### config.mk
export PLATFORM = sky130hd
export DESIGN_NAME = mem_ctrl_wide
export DESIGN_NICKNAME = d
export VERILOG_FILES = /design/src/rtl/mem_ctrl_wide.sv
export SDC_FILE = /design/constraint.sdc
export NUM_CORES = 1
export LEC_CHECK = 0
export ABC_AREA = 1
export CORE_UTILIZATION = 47
export CTS_CLUSTER_DIAMETER = 80
export DETAILED_ROUTE_END_ITERATION = 10
export GPL_TIMING_DRIVEN = 0
export PLACE_DENSITY = 0.75
export SKIP_CTS_REPAIR_TIMING = 1
export SYNTH_ARGS = -nofsm -noshare
export SYNTH_HDL_FRONTEND = slang
export SYNTH_SLANG_ARGS = --single-unit
### constraint.sdc
create_clock -name clk -period 2.2 [get_ports clk]
set_input_delay 0.66 -clock clk [delete_from_list [all_inputs] [get_ports clk]]
set_output_delay 0.66 -clock clk [all_outputs]
set_load 0.01 [all_outputs]
### src/rtl/mem_ctrl_wide.sv
// mem_ctrl_wide: CPU load/store front end for a 16-bit async SRAM and a
// byte-wide SD buffer window.
//   addr[31:21]==0 -> SRAM (halfword beats), ==1 -> SD window (byte beats),
//   anything else, misaligned, oversize, size=3 or read+write -> err pulse.
// Ports:
//   clk, reset_n                 clock, async active-low reset
//   addr/size/wdata/req_*        request, sampled while ready=1
//   ready/done/err/rdata         status, one-cycle done/err pulses, read data
//   sram_addr/sram_dq_*/sram_*_n SRAM pins (dq tristate is resolved above)
//   sd_addr/sd_in/sd_out/sd_write/sd_read/sd_ready  SD buffer handshake
module mem_ctrl_wide #(
  parameter int unsigned CPU_DW      = 32,
  parameter int unsigned SRAM_AW     = 20,
  parameter int unsigned WAIT_CYCLES = 0,
  parameter int unsigned SD_AW       = 10,
  parameter int unsigned SD_TIMEOUT  = 1023
) (
  input  logic               clk,
  input  logic               reset_n,
  input  logic [31:0]        addr,
  input  logic [1:0]         size,
  input  logic [CPU_DW-1:0]  wdata,
  input  logic               req_write,
  input  logic               req_read,
  output logic               ready,
  output logic               done,
  output logic               err,
  output logic [CPU_DW-1:0]  rdata,
  output logic [SRAM_AW-1:0] sram_addr,
  output logic [15:0]        sram_dq_o,
  output logic               sram_dq_oe,
  input  logic [15:0]        sram_dq_i,
  output logic               sram_we_n,
  output logic               sram_oe_n,
  output logic               sram_lb_n,
  output logic               sram_ub_n,
  output logic [SD_AW-1:0]   sd_addr,
  output logic [7:0]         sd_in,
  input  logic [7:0]         sd_out,
  output logic               sd_write,
  output logic               sd_read,
  input  logic               sd_ready
);

  localparam int unsigned TW = (SD_TIMEOUT > 1) ? $clog2(SD_TIMEOUT) : 1;

  typedef enum logic [2:0] {
    IDLE, SRAM_STROBE, SRAM_GAP, SD_ISSUE, SD_WAIT
  } state_t;

  state_t             state_q, state_d;
  logic               is_wr_q, is_wr_d;
  logic [1:0]         size_q, size_d;
  logic               lane_q, lane_d;
  logic [31:0]        wdata_q, wdata_d;
  logic [31:0]        rbuf_q, rbuf_d;
  logic [1:0]         idx_q, idx_d;
  logic [2:0]         wcnt_q, wcnt_d;
  logic [TW-1:0]      tcnt_q, tcnt_d;
  logic               done_q, done_d;
  logic               err_q, err_d;
  logic [CPU_DW-1:0]  rdata_q, rdata_d;
  logic [SRAM_AW-1:0] sram_addr_q, sram_addr_d;
  logic [SD_AW-1:0]   sd_addr_q, sd_addr_d;

  logic bad_req;
  logic sd_last;

  always_comb begin
    bad_req = (req_read & req_write)
            | (size == 2'd3)
            | ((size == 2'd1) && (CPU_DW < 16))
            | ((size == 2'd2) && (CPU_DW < 32))
            | ((size == 2'd1) && addr[0])
            | ((size == 2'd2) && (addr[1:0] != 2'b00))
            | (addr[31:22] != '0);
    // last byte index is 0/1/3 for byte/half/word
    sd_last = (idx_q == {size_q[1], |size_q});
  end

  always_comb begin
    state_d     = state_q;
    is_wr_d     = is_wr_q;
    size_d      = size_q;
    lane_d      = lane_q;
    wdata_d     = wdata_q;
    rbuf_d      = rbuf_q;
    idx_d       = idx_q;
    wcnt_d      = wcnt_q;
    tcnt_d      = tcnt_q;
    done_d      = 1'b0;
    err_d       = 1'b0;
    rdata_d     = rdata_q;
    sram_addr_d = sram_addr_q;
    sd_addr_d   = sd_addr_q;
    unique case (state_q)
      IDLE: begin
        if (req_read | req_write) begin
          if (bad_req) begin
            err_d = 1'b1;
          end else begin
            is_wr_d = req_write;
            size_d  = size;
            lane_d  = addr[0];
            wdata_d = 32'(wdata);
            rbuf_d  = '0;
            idx_d   = '0;
            wcnt_d  = '0;
            tcnt_d  = '0;
            if (addr[21]) begin
              sd_addr_d = addr[SD_AW-1:0];
              state_d   = SD_ISSUE;
            end else begin
              sram_addr_d = addr[SRAM_AW:1];
              state_d     = SRAM_STROBE;
            end
          end
        end
      end
      SRAM_STROBE: begin
        if (wcnt_q == 3'(WAIT_CYCLES)) begin
          state_d = SRAM_GAP;
          wcnt_d  = '0;
          if (!is_wr_q) begin
            if (size_q == 2'd0)
              rbuf_d[7:0] = lane_q ? sram_dq_i[15:8] : sram_dq_i[7:0];
            else if (idx_q[0])
              rbuf_d[31:16] = sram_dq_i;
            else
              rbuf_d[15:0] = sram_dq_i;
          end
        end else begin
          wcnt_d = wcnt_q + 3'd1;
        end
      end
      SRAM_GAP: begin
        // only a word access has a second beat
        if (idx_q[0] == size_q[1]) begin
          state_d = IDLE;
          done_d  = 1'b1;
          if (!is_wr_q) rdata_d = rbuf_q[CPU_DW-1:0];
        end else begin
          idx_d       = idx_q + 2'd1;
          sram_addr_d = sram_addr_q + SRAM_AW'(1);
          state_d     = SRAM_STROBE;
        end
      end
      SD_ISSUE: begin
        state_d = SD_WAIT;
        tcnt_d  = '0;
      end
      SD_WAIT: begin
        if (sd_ready) begin
          if (!is_wr_q) rbuf_d[{idx_q, 3'b000} +: 8] = sd_out;
          if (sd_last) begin
            state_d = IDLE;
            done_d  = 1'b1;
            if (!is_wr_q) rdata_d = rbuf_d[CPU_DW-1:0];
          end else begin
            idx_d     = idx_q + 2'd1;
            sd_addr_d = sd_addr_q + SD_AW'(1);
            state_d   = SD_ISSUE;
          end
        end else if (tcnt_q == TW'(SD_TIMEOUT - 1)) begin
          // abandon the access; partial read bytes stay in rbuf only
          state_d = IDLE;
          err_d   = 1'b1;
        end else begin
          tcnt_d = tcnt_q + TW'(1);
        end
      end
      default: state_d = IDLE;
    endcase
  end

  always_ff @(posedge clk or negedge reset_n) begin
    if (!reset_n) begin
      state_q     <= IDLE;
      is_wr_q     <= 1'b0;
      size_q      <= '0;
      lane_q      <= 1'b0;
      wdata_q     <= '0;
      rbuf_q      <= '0;
      idx_q       <= '0;
      wcnt_q      <= '0;
      tcnt_q      <= '0;
      done_q      <= 1'b0;
      err_q       <= 1'b0;
      rdata_q     <= '0;
      sram_addr_q <= '0;
      sd_addr_q   <= '0;
    end else begin
      state_q     <= state_d;
      is_wr_q     <= is_wr_d;
      size_q      <= size_d;
      lane_q      <= lane_d;
      wdata_q     <= wdata_d;
      rbuf_q      <= rbuf_d;
      idx_q       <= idx_d;
      wcnt_q      <= wcnt_d;
      tcnt_q      <= tcnt_d;
      done_q      <= done_d;
      err_q       <= err_d;
      rdata_q     <= rdata_d;
      sram_addr_q <= sram_addr_d;
      sd_addr_q   <= sd_addr_d;
    end
  end

  // Strobes decode straight from state so an async reset drops them at once.
  always_comb begin
    ready      = (state_q == IDLE);
    sram_we_n  = 1'b1;
    sram_oe_n  = 1'b1;
    sram_lb_n  = 1'b1;
    sram_ub_n  = 1'b1;
    sram_dq_oe = 1'b0;
    sram_dq_o  = '0;
    sd_read    = 1'b0;
    sd_write   = 1'b0;
    sd_in      = '0;
    if (state_q == SRAM_STROBE) begin
      sram_we_n  = !is_wr_q;
      sram_oe_n  = is_wr_q;
      sram_dq_oe = is_wr_q;
      if (size_q == 2'd0) begin
        sram_lb_n = lane_q;
        sram_ub_n = !lane_q;
      end else begin
        sram_lb_n = 1'b0;
        sram_ub_n = 1'b0;
      end
      if (is_wr_q) begin
        if (size_q == 2'd0)
          sram_dq_o = lane_q ? {wdata_q[7:0], 8'h00} : {8'h00, wdata_q[7:0]};
        else
          sram_dq_o = idx_q[0] ? wdata_q[31:16] : wdata_q[15:0];
      end
    end
    if (state_q == SD_ISSUE) begin
      sd_read  = !is_wr_q;
      sd_write = is_wr_q;
      if (is_wr_q) sd_in = wdata_q[{idx_q, 3'b000} +: 8];
    end
  end

  assign done      = done_q;
  assign err       = err_q;
  assign rdata     = rdata_q;
  assign sram_addr = sram_addr_q;
  assign sd_addr   = sd_addr_q;

endmodule
==> results.toml, run 1 <==
[yosys]
synth_edf_count = 0
ys_types = 35
ys.flop_type = "dfrtp_1"
async_reset_ff_share_pct = 100.0
yosys.area.top_type = "dfrtp_1"
ys_seq_elements = 150
synth.area.top_cells = "dfrtp_1 40%, nand2_1 22%, o21ai_0 5.8%"
synth_seq_area_share_pct = 39.99
yosysTopAreaCellShare_pct = 39.99
syn_nets = 1508
yosys_warnings = 0
syn_area_per_cell_um2 = 6.695
synthCells = 1402
syn_area_um2 = 9387

[placement]
placed_cells = 1858
preCtsSetupSlack_ns = -0.7790
gp_congestion = 0.9432
dp_hpwl_mm = 21.77
io_buffer_count = 190

[floorplan]
die_x_um = 143.3
die_h_um = 143.3
core_um2 = 19530
start_util_pct = 48.07
die-area_um2 = 20540
num_rows = 51
ios = 191

[setup_path]
crit_buf_inv = 3
max_stage_delay_ns = 0.45
startpoint = "size_q[1]"
slowest_stage = "dfrtp_2"
crit_arrival_ns = 1.93
rr_startpoint = "idx_q[0]"
cp.required_ns = 1.54
cp_cell_sequence = "nor2_4 > nand2_4 > clkinvlp_4 > nor2_4 > buf_6 > a22oi_1 > nor2_4 > buf_6"
critPathMaxFanout = 6
critPathKind = "flip-flop to primary output"
endpoint_kind = "primary output"
cpMostUsedCell = "nor2_4"
start_kind = "flip-flop"
cp_top_family = "flip-flops"

[run_status]
violations = "setup timing"
status = "finished, violations left"

[detailed_routing]
drt-wirelength-per-cell_um = 16.31
postRouteAntennaNets = 0
drtIter0Drc = 1097
vias = 10407
viasPerCell = 5.387
drc = 0
drt-total-wl_mm = 31.50
drt_pre_antenna_iters = 6

[cts]
cts_root_buf = "clkbuf_16"
cts_max_path_buffers = 2
clk_latency_ns = 0.44
cts_buffers = 17
h-tree-depth = 4
cts_tree = "built"
clkTransAtPathRegs_ns = 0.06
clock_sinks = 150

[flow_run]
drv_cap = 0

[global_routing]
grt_pass1_vias = 9207
use_met1_pct = 41.26
grt_use_met3_pct = 5.531
grt_overflow = 0
gr-max-usage-layer = "met2"
grt_start_max_net_pins = 95
grt_use_met2_pct = 45.93
grt_first_pass_wirelength_mm = 46.72
grt_usage_pct = 29.66
antenna_found_initial = 0

[sta]
holdWs_ns = 0.1851
timing.final.crit_share_pct = 117.8
setup_viol = 30
worst_pin_slew_ns = 0.5658
period_minus_slack_ns = 2.592
finalHoldViolCount = 0
fmax_ghz = 0.3858
drv_slew = 0
slew-limit-headroom_pct = 62.28
rsz0062_at_grt = "true"
setup_slack_ns = -0.3917
clock_skew_ns = 0.009275

[hold_path]
hold_path_class = "input pin to async pin"

[layout]
fin_nets = 1762
syn2layout_area_growth_pct = 40.16
final_common_cell = "nand2_1"
final_cells = 1932
filler_cell_count = 1667
final_cell_mix = "541 x nand2_1, 156 x clkdlybuf4s50_1, 142 x dfrtp_1"
drive_gt1_share_pct = 16.08
n_antenna_cell = 0

[pwr]
power.leakage_nw = 6.321
vdd_ir_drop_max_mv = 0.7824
powerDensity_nw_per_um2 = 1075
-- flip-flops by register name, summed over array words and instances, names as in the netlist, 2 cells and up --
register / cells
rbuf_q: 32
rdata: 32
wdata_q: 32
sram_addr: 20
sd_addr: 10
tcnt_q: 10
state_q: 3
wcnt_q: 3
idx_q: 2
size_q: 2
-- cell families (layout without fill, tap and decap cells) --
logic type,count (synthesis),in the layout,share of synthesized area (%)
compound gates,224,224,13.50
xor+xnor,7,7,0.6532
fa+ha+maj,11,11,1.466
buf+inv,192,457,8.584
flops,150,150,39.99
simple gates,818,818,35.80
-- cells in the mapped netlist, types with 3 or more instances --
cell type and instances:
a22oi_1 23, nor2_1 131, dfrtp_1 150, or2_2 12
xnor2_1 4, o21ai_1 29, nand4_1 16, inv_1 123
nand3_1 89, o21ai_2 8, inv_2 10, clkbuf_1 20
nor2_4 3, a21boi_0 16, buf_2 29, a31oi_1 7
buf_6 5, nor2_2 3, a21oi_1 29, nand2_2 6
buf_4 3, nand2_1 549, ha_1 11, o21ai_0 108
xor2_1 3
-- stage by stage --
step | setup TNS [ns] | cell area (µm²) | utilization [%] | total power (W)
6_report | -8.522 | 13160 | 67.38 | 0.01414
5_1_grt | -10.26 | 13160 | 67.38 | 0.01492
4_1_cts | -62.47 | 12300 | 63.01 | 0.01286
3_5_place_dp | -82.63 | 11650 | 59.66 | 0.009542
3_3_place_gp | -945.67 | 11620 | 59.51 | 0.009452
2_1_floorplan | 0 | 9387 | - | 0.007329
-- final cells by class --
type / instances / area (µm²) / area share, %
Tap cell: 265 / 331.6 / 2.520
Sequential cell: 150 / 3764 / 28.61
Timing Repair Buffer: 236 / 2298 / 17.47
Multi-Input combinational cell: 1060 / 5156 / 39.19
Clock buffer: 23 / 488.0 / 3.709
Clock inverter: 7 / 166.4 / 1.265
Buffer: 56 / 406.6 / 3.091
Inverter: 135 / 545.5 / 4.146
-- power breakdown --
| part | switching, W | internal (W) |
|---|---|---|
| Combinational | 0.00405 | 0.00283 |
| Clock | 0.00120 | 0.00213 |
| Sequential | 0.000631 | 0.00330 |
| Total | 0.00588 | 0.00826 |
-- routing by layer --
metal / wire (µm) / vias to the layer above
li1: - / 4972
met1: 13430 / 4780
met2: 14280 / 557
met3: 2763 / 98
met4: 1028 / 0
met5: 0 / -
-- worst paths after layout --
kind | endpoint | depth (start not counted) | slack, ns
setup / recovery | sram_dq_o[7] | 8 | -0.39
max in group asynchronous | sram_addr[0] | 2 | 1.10
hold reg to reg | rdata[27] | 2 | 0.48
min in group clk | rdata[27] | 2 | 0.48
hold / removal | rdata[26] | 1 | 0.19
setup reg to reg | rbuf_q[2] | 13 | 0.06
(Power assumes the default switching activity.)
==> run 2: changes to the inputs <==
- SLEW_MARGIN: unset -> 20
==> results.toml, run 2 (synthesis gave the netlist of run 1 again) <==
[floorplan]
die_h_um = 143.3
core_um2 = 19530
die-area_um2 = 20540
ios = 191
die_x_um = 143.3
start_util_pct = 48.07
num_rows = 51

[layout]
n_antenna_cell = 0
drive_gt1_share_pct = 14.95
filler_cell_count = 1728
final_util_pct = 66.14
syn2layout_area_growth_pct = 37.59
fin_nets = 1759
final_cell_mix = "543 x nand2_1, 156 x clkdlybuf4s50_1, 142 x dfrtp_1"
final_common_cell = "nand2_1"

[placement]
gp_congestion = 0.9432
dp_hpwl_mm = 21.81
io_buffer_count = 190

[run_status]
status = "finished, violations left"
violations = "setup timing"

[detailed_routing]
drtIter0Drc = 1109
drc = 0
drt_pre_antenna_iters = 7
drt-wirelength-per-cell_um = 16.24
vias = 10421
postRouteAntennaNets = 0
drt-total-wl_mm = 31.35
viasPerCell = 5.397

[cts]
cts_max_path_buffers = 2
clkTransAtPathRegs_ns = 0.07
clk_latency_ns = 0.44
h-tree-depth = 4
cts_buffers = 17
cts_tree = "built"
clock_sinks = 150
cts_root_buf = "clkbuf_16"

[sta]
period_minus_slack_ns = 2.609
setup_tns_ns = -9.123
rsz0062_at_grt = "true"
worst_pin_slew_ns = 0.5436
timing.final.crit_share_pct = 118.6
finalHoldViolCount = 0
fmax_ghz = 0.3834
holdWs_ns = 0.1356
setup_viol = 30
clock_skew_ns = 0.01109
slew-limit-headroom_pct = 63.76
drv_slew = 0
setup_slack_ns = -0.4086

[setup_path]
critPathMaxFanout = 5
slowest_stage = "dfrtp_2"
critPathKind = "flip-flop to primary output"
rr_startpoint = "idx_q[0]"
cp_cell_sequence = "nor2_4 > inv_2 > nand2_4 > inv_8 > nor2_4 > buf_6 > a22oi_2 > nor2_1 > buf_2"
regToRegSetupSlack_ns = 0.09
cpMostUsedCell = "nor2_4"
start_kind = "flip-flop"
max_stage_delay_ns = 0.45
reg2reg_depth = 14
cp.required_ns = 1.54
endpoint_kind = "primary output"
crit_arrival_ns = 1.95
timing.rr.end = "rdata[13]"

[global_routing]
grt_pass1_vias = 9282
antenna_found_initial = 0
grt_usage_pct = 29.73
grt_first_pass_wirelength_mm = 46.96
grt_overflow = 0
grt_start_max_net_pins = 96

[hold_path]
hold_path_class = "input pin to async pin"

[pwr]
powerDensity_nw_per_um2 = 1043
vdd_ir_drop_max_mv = 0.7229
power.leakage_nw = 6.232

[flow_run]
drv_cap = 0
[run 2: cell type report]
| class | count | area, µm² | area share, % |
|---|---|---|---|
| Sequential cell | 150 | 3764 | 29.14 |
| Clock buffer | 20 | 446.7 | 3.459 |
| Inverter | 135 | 548.0 | 4.243 |
| Timing Repair Buffer | 232 | 2243 | 17.37 |
| Clock inverter | 12 | 105.1 | 0.8138 |
| Tap cell | 265 | 331.6 | 2.567 |
| Multi-Input combinational cell | 1060 | 5080 | 39.33 |
| Buffer | 57 | 396.6 | 3.071 |
[run 2: where the power goes]
group          internal [W]  switching (W)  total, W  leakage, nW
clock               0.00158        0.00124   0.00282        0.258
sequential          0.00330       0.000630   0.00393         1.98
combinational       0.00271        0.00401   0.00672         3.99
total               0.00759        0.00588    0.0135         6.23
[run 2: critical path, delay by kind of cell, from the launching register on]
kind            cells  cell delay (ns)
buf+inv             4             0.42
compound gates      1             0.05
flops               1             0.45
simple gates        4             0.59
[run 2: layer usage]
layer / vias to the layer above / GRT usage, % / wire length (µm)
li1: 4983 / - / -
met1: 4799 / 41.60 / 13480
met2: 560 / 46.29 / 14250
met3: 79 / 4.898 / 2720
met4: 0 / 11.03 / 901
met5: - / 0 / 0
[run 2: how the worst max path moves through the flow]
stage,start,end,slack (ns),cells after the start
floorplan,idx_q[0],rbuf_q[13],0.05,12
global placement,reset_n,tcnt_q[4],-5.81,1
detailed placement,size_q[1],sram_dq_o[6],-0.77,7
CTS,size_q[1],sram_dq_o[6],-1.26,7
global route,size_q[1],sram_dq_o[5],-0.45,9
finish,size_q[1],sram_dq_o[1],-0.41,9
[run 2: stage by stage]
step	power, W	cells	area, µm²	setup slack (ns)
final	0.01347	1931	12910	-0.4086
after global placement	0.009452	1857	11620	-5.808
after CTS	0.01236	1890	12200	-1.264
after detailed placement	0.009541	1858	11650	-0.7744
after global routing	0.01423	1931	12910	-0.4480
after floorplan	0.007329	1402	9387	0.04566
